**src/rtl/ifu_fetch_queue.sv**
```systemverilog
// Instruction-fetch stage: owns the fetch PC, drives the I-cache request and
// buffers returned instructions in a small FIFO toward decode.
module ifu_fetch_queue #(
    parameter logic [63:0] RESET_PC = 64'h0000_0000_8000_0000,
    parameter int unsigned QDEPTH   = 2,
    parameter logic [31:0] NOP_INST = 32'h0000_0013
) (
    input  logic        clk,
    input  logic        rst,
    input  logic        redirect_valid,
    input  logic [63:0] redirect_pc,
    output logic        icache_valid,
    output logic [63:0] icache_pc,
    input  logic        icache_rsp_valid,
    input  logic [31:0] icache_inst,
    output logic        id_valid,
    input  logic        id_ready,
    output logic [63:0] id_pc,
    output logic [31:0] id_inst,
    output logic        id_exc
);

    localparam int unsigned PTR_W = (QDEPTH > 1) ? $clog2(QDEPTH) : 1;
    localparam int unsigned CNT_W = $clog2(QDEPTH + 1);
    localparam logic [CNT_W-1:0] DEPTH_C = CNT_W'(QDEPTH);

    typedef enum logic [1:0] {
        KILL  = 2'd0,
        FETCH = 2'd1,
        HALT  = 2'd2
    } state_t;

    typedef struct packed {
        logic [63:0] pc;
        logic [31:0] inst;
        logic        exc;
    } entry_t;

    state_t             state_q, state_d;
    logic [63:0]        pc_q, pc_d;
    logic [CNT_W-1:0]   count_q, count_d;
    logic [PTR_W-1:0]   wr_ptr_q, wr_ptr_d;
    logic [PTR_W-1:0]   rd_ptr_q, rd_ptr_d;
    entry_t             mem_q [QDEPTH];

    logic               push_c;
    logic               pop_c;
    entry_t             push_entry_c;
    logic               not_full_c;
    logic               aligned_c;
    entry_t             head_c;

    assign not_full_c = (count_q < DEPTH_C);
    assign aligned_c  = (pc_q[1:0] == 2'b00);

    // Next-state, request and queue control; a redirect overrides everything.
    always_comb begin
        state_d      = state_q;
        pc_d         = pc_q;
        push_c       = 1'b0;
        pop_c        = 1'b0;
        push_entry_c = '0;
        icache_valid = 1'b0;
        count_d      = count_q;
        wr_ptr_d     = wr_ptr_q;
        rd_ptr_d     = rd_ptr_q;

        case (state_q)
            KILL: begin
                state_d = FETCH;
            end
            FETCH: begin
                if (not_full_c && aligned_c) begin
                    icache_valid = 1'b1;
                    if (icache_rsp_valid) begin
                        push_c       = 1'b1;
                        push_entry_c = '{pc: pc_q, inst: icache_inst, exc: 1'b0};
                        pc_d         = pc_q + 64'd4;
                    end
                end else if (not_full_c) begin
                    // Misaligned PC: queue a faulting NOP and stop fetching.
                    push_c       = 1'b1;
                    push_entry_c = '{pc: pc_q, inst: NOP_INST, exc: 1'b1};
                    state_d      = HALT;
                end
            end
            HALT: begin
                state_d = HALT;
            end
            default: begin
                state_d = KILL;
            end
        endcase

        pop_c = (count_q != '0) && id_ready;

        if (push_c) begin
            wr_ptr_d = wr_ptr_q + PTR_W'(1);
        end
        if (pop_c) begin
            rd_ptr_d = rd_ptr_q + PTR_W'(1);
        end
        if (push_c && !pop_c) begin
            count_d = count_q + CNT_W'(1);
        end else if (pop_c && !push_c) begin
            count_d = count_q - CNT_W'(1);
        end

        if (redirect_valid) begin
            icache_valid = 1'b0;
            push_c       = 1'b0;
            pop_c        = 1'b0;
            state_d      = KILL;
            pc_d         = redirect_pc;
            count_d      = '0;
            wr_ptr_d     = '0;
            rd_ptr_d     = '0;
        end
    end

    // Control state registers.
    always_ff @(posedge clk or posedge rst) begin
        if (rst) begin
            state_q  <= KILL;
            pc_q     <= RESET_PC;
            count_q  <= '0;
            wr_ptr_q <= '0;
            rd_ptr_q <= '0;
        end else begin
            state_q  <= state_d;
            pc_q     <= pc_d;
            count_q  <= count_d;
            wr_ptr_q <= wr_ptr_d;
            rd_ptr_q <= rd_ptr_d;
        end
    end

    // Queue storage; cleared on reset so the head reads zero afterwards.
    always_ff @(posedge clk or posedge rst) begin
        if (rst) begin
            for (int unsigned i = 0; i < QDEPTH; i++) begin
                mem_q[i] <= '0;
            end
        end else if (push_c) begin
            mem_q[wr_ptr_q] <= push_entry_c;
        end
    end

    assign head_c    = mem_q[rd_ptr_q];
    assign icache_pc = pc_q;
    assign id_valid  = (count_q != '0);
    assign id_pc     = head_c.pc;
    assign id_inst   = head_c.inst;
    assign id_exc    = head_c.exc;

endmodule
```
**config.mk**
```make
export PLATFORM = sky130hd
export DESIGN_NAME = ifu_fetch_queue
export DESIGN_NICKNAME = d
export VERILOG_FILES = /design/src/rtl/ifu_fetch_queue.sv
export SDC_FILE = /design/constraint.sdc
export NUM_CORES = 1
export LEC_CHECK = 0
export CORE_UTILIZATION = 50
export CTS_BUF_LIST = sky130_fd_sc_hd__clkbuf_8 sky130_fd_sc_hd__clkbuf_16
export DETAILED_ROUTE_END_ITERATION = 6
export DONT_BUFFER_PORTS = 1
export GPL_TIMING_DRIVEN = 1
export PLACE_DENSITY = 0.72
export SLEW_MARGIN = 20
export SYNTH_ARGS = -nofsm -noshare
export SYNTH_HDL_FRONTEND = slang
export SYNTH_SLANG_ARGS = --single-unit
```
**constraint.sdc**
```tcl
create_clock -name clk -period 13.07 [get_ports clk]
set_input_delay 2.614 -clock clk [delete_from_list [all_inputs] [get_ports clk]]
set_output_delay 2.614 -clock clk [all_outputs]
set_load 0.1 [all_outputs]
```
Yosys cells after proc, flatten, opt, wreduce, memory -nomap -nowiden. Index checks and enable logic that the tools add are counted.

Bitwise operators: 2. Eq/ne operators: 4. Order comparisons: 4. Add/subtract/negate cells: 5. Multiplexer cells: 33. Reductions and logical operators: 18.

Operators with widths (count): 2-to-1 mux 97 bit (8); 2-to-1 mux 64 bit (4); bitwise mux 194 bit (1); demux 97 bit (select 1 bit) (1); adder 64 x 3 -> 64 bit, second input constant (1); 2-to-1 mux 1 bit (12); 2-to-1 mux 2 bit (6); nonzero test 2 bit (6); != test 3 bit, second input constant (2); one-hot mux 2 bit (3 select lines) (1); logical AND 1 bit (5); >= comparator 2 bit, second input constant (2); zero test 2 bit (2); NOT 1 -> 2 bit (2); AND reduction 3 bit (1); nonzero test 3 bit (1); adder 1 bit, second input constant (2); adder 2 x 1 -> 2 bit, second input constant (1); equality test 2 x 1 -> 1 bit, second input constant (1); equality test 2 bit, second input constant (1); zero test 1 bit (2); less-than comparator 2 x 1 -> 1 bit, second input constant (1); less-than comparator 2 bit, second input constant (1); AND reduction 2 bit (1); subtractor 2 x 1 -> 2 bit, second input constant (1).

Register bits after elaboration: 264. Input bits: 101. Output and inout bits: 163.

Longest topological paths before layout.
Word-level depth: 9. Mapped depth: 11. Depth with buffers taken out: 7.

Worst setup path after synthesis. OpenSTA, ideal clock, no wires.

Path kind: input to output. From: in redirect_valid. To: out icache_valid. Data arrival time: 4472 ps. Path slack: 5984 ps. Stages on the path: 4. Path through: clkbuf_1 -> clkbuf_1 -> clkbuf_1 -> nor2_1.

Word-level cells in the longest chain between the ends: 1.

Ends and longest elaborated chain: from (decl) (RTL line 10) `input logic redirect_valid,`; 2-to-1 mux 1 bit (RTL line 109) `if (redirect_valid) begin`; to (decl) (RTL line 12) `output logic icache_valid,`.

Every way passes these cells.

Final worst setup path. Ends and elaborated chain as after synthesis.

==> out/metrics.cfg <==
[outcome]
status=finished, final reports clean

[timing]
setup_violations=0
slew_headroom=0.235
worstMarginPinSlew_ps=1150
finalMaxSlewViolations=0
rsz0062_at_grt=false
fin_skew_ps=15.7
fin_crit_sh=0.473
max_freq_mhz=162
hold_violations=0
timing.final.crit_period_ps=6190
tns_ps=0

[global_routing]
grt_usage=0.231
antenna_found_initial=1
grt_overflow=0
grt_pass1_wl_um=47000
grt_max_degree=123
grt_pass1_vias=8327

[critical_path]
reg2reg_from=icache_pc[6]
start_kind=input pin
crit_buf_inv=0
critPathRequiredTime_ps=10460
crit_type=input pin to output port
arrival_ps=3570
rr_endpoint=icache_pc[58]
path_cells=nor2_2
worst_path_max_delay_cell=nor2_2
cp_max_fo=102
rrSetupSlack_ps=9500
path_delay_family=simple AND/OR/NAND/NOR gates
critPathMaxStageDelay_ps=870
reg2regPathDepth=5
critPathCaptureType=output port

[clock_network]
htree_levels=1
postCtsSetupBuffers=0
cts_tree=yes
clkLatencyLatePin_ps=540
cts_resized=0
cts_num_sinks=264
numCtsBuffers=28
clockBufferDepth=3
postCtsHoldBufs=0
root_buffer=clkbuf_16
cts.clk_slew.worst_paths_ps=60

[synth]
async_flop_share=1.00
syn-instance-count=1110
synth_edf_count=0
synth.distinct_cells=48
yosysWarnings=0
yosysSeqAreaShare=0.536
ys.flop_type=dfrtp_1
syn_avg_cell_area_sq_um=11.1
synth-seq-cells=264
syn_area_sq_um=12300
syn-num-nets=1214

[pwr]
finalPower_mw=3.72
p_leak_nw=5.89
ir_drop_uv=191
powerDensity_nw_per_um2=274

[placement]
io_buffers=0
hpwl_um=19300
gp_congestion=0.794

[finish]
drive_above_1_share=0.272
syn_to_final_growth_pct=10.5
final_nets=1207

[route]
drtIter0Drc=660
wire_per_inst_um=20.2
vias_per_cell=5.77
route.vias.total=8350
dr.pass1.iters=4
finalWirelength_um=29300
drc_errors=0
ant_nets=0

[flow_run]
drv_cap=0

[floorplanning]
die_w_um=159
io_pins=264
dieArea_sq_um=25300
rows=57
die_h_um=159
start_util=0.508
coreArea_sq_um=24200

[worst_hold_path]
hold-path-endpoint=mem_q[24]
min_path_cells=2
min_from=mem_q[24]
hold_path_class=flop to flop

## where the power goes
part | total, mW | switching, mW | internal, mW
clock | 0.752 | 0.313 | 0.439
combinational | 1.69 | 1.36 | 0.336
sequential | 1.28 | 0.237 | 1.04
total | 3.72 | 1.91 | 1.82
## layout by cell type, fill, tap and decap left out, types with 4 or more instances in the layout
cell       netlist  layout
buf_4            0      30
and2_1           5       5
mux2_2         214     214
or3_1           12      11
nand4_1         23      23
nand2_1        170     170
xor2_1          25      25
nand3_1         22      22
o21ai_0        124     124
nor2_1          47      45
dfrtp_1        263     262
and3_1          10      10
clkbuf_16        0      29
xnor2_1         17      17
a21oi_1          4       4
or4_1            9       9
clkbuf_8         0       4
o31ai_1         10      10
inv_1           13      21
nor3_1           6       6
and4_1           9       9
a31oi_1         17      17
clkinv_2         0       6
nor4_1           7       6
## cells by family (layout without fill, tap and decap cells)
logic type      after synthesis  in the layout  synth area share
buf+inv                      81             93            0.0255
flops                       264            264             0.536
simple gates                337            337             0.133
fa+ha+maj                     3              3           0.00305
mux                         217            217             0.198
other cells                   0              1                 0
xor+xnor                     42             42            0.0299
compound gates              166            166            0.0745
## layer usage
layer / vias up / part of all wire / track usage / routed length (um)
met1: 4147 / 0.44 / 0.309 / 12700
met4: 0 / 0.020 / 0.0559 / 579
met5: - / 0 / 0 / 0
met2: 250 / 0.47 / 0.367 / 13700
li1: 3910 / - / - / -
met3: 43 / 0.079 / 0.0701 / 2320
## final cells by class
cell class	instances	area, sq um
Fill cell	2038	10600
Sequential cell	264	6610
Multi-Input combinational cell	765	5410
Clock buffer	33	781
Tap cell	324	405
Timing Repair Buffer	31	253
Clock inverter	16	93.8
Inverter	13	56.3
Antenna cell	1	2.50
## worst max-delay path by stage
stage,from,to,slack [ps],depth (start not counted)
2_1_floorplan,rst,count_q[0],3190,1
6_report,redirect_valid,icache_valid,6880,1
3_3_place_gp,redirect_valid,icache_valid,6990,1
3_5_place_dp,redirect_valid,icache_valid,7000,1
5_1_grt,redirect_valid,icache_valid,7010,1
4_1_cts,redirect_valid,icache_valid,7000,1
## flip-flops by register name (all words and copies together) (netlist names)
name and cells:
state_q 2, icache_pc 64, wr_ptr_q 1, rd_ptr_q 1, count_q 2, mem_q 194
## cell usage after synthesis (7+ instances only)
library cell    n  area [sq um]
and4_1          9          78.8
xnor2_1        17           149
inv_1          13          48.8
clkbuf_1       64           240
nor4_1          7          43.8
nand3_1        22           110
mux2_2        214          2410
nand4_1        23           144
a31oi_1        17           106
and3_1         10          62.6
nor2_1         47           176
nand2_1       170           638
xor2_1         25           219
o31ai_1        10          75.1
or4_1           9          67.6
o21ai_0       124           621
dfrtp_1       263          6580
or3_1          12          75.1
## worst min-delay path, delay by kind of cell (launching register included)
family	cells	cell delay [ps]
DFF	1	340
AOI/OAI and AO/OA	1	60
and+or+nand+nor	1	40
## per-stage QoR
stage               setup slack, ps  instance area, sq um  hold slack [ps]  std cells   util
finish                         6880                 13600              473       1447  0.562
floorplan                      3190                 12300              443       1110      -
CTS                            7000                 13600              478       1445  0.560
global route                   7010                 13600              492       1447  0.562
detailed placement             7000                 12700              462       1396  0.524
global placement               6990                 12700              455       1396  0.524
No activity file was read; power rests on OpenSTA's default activity.
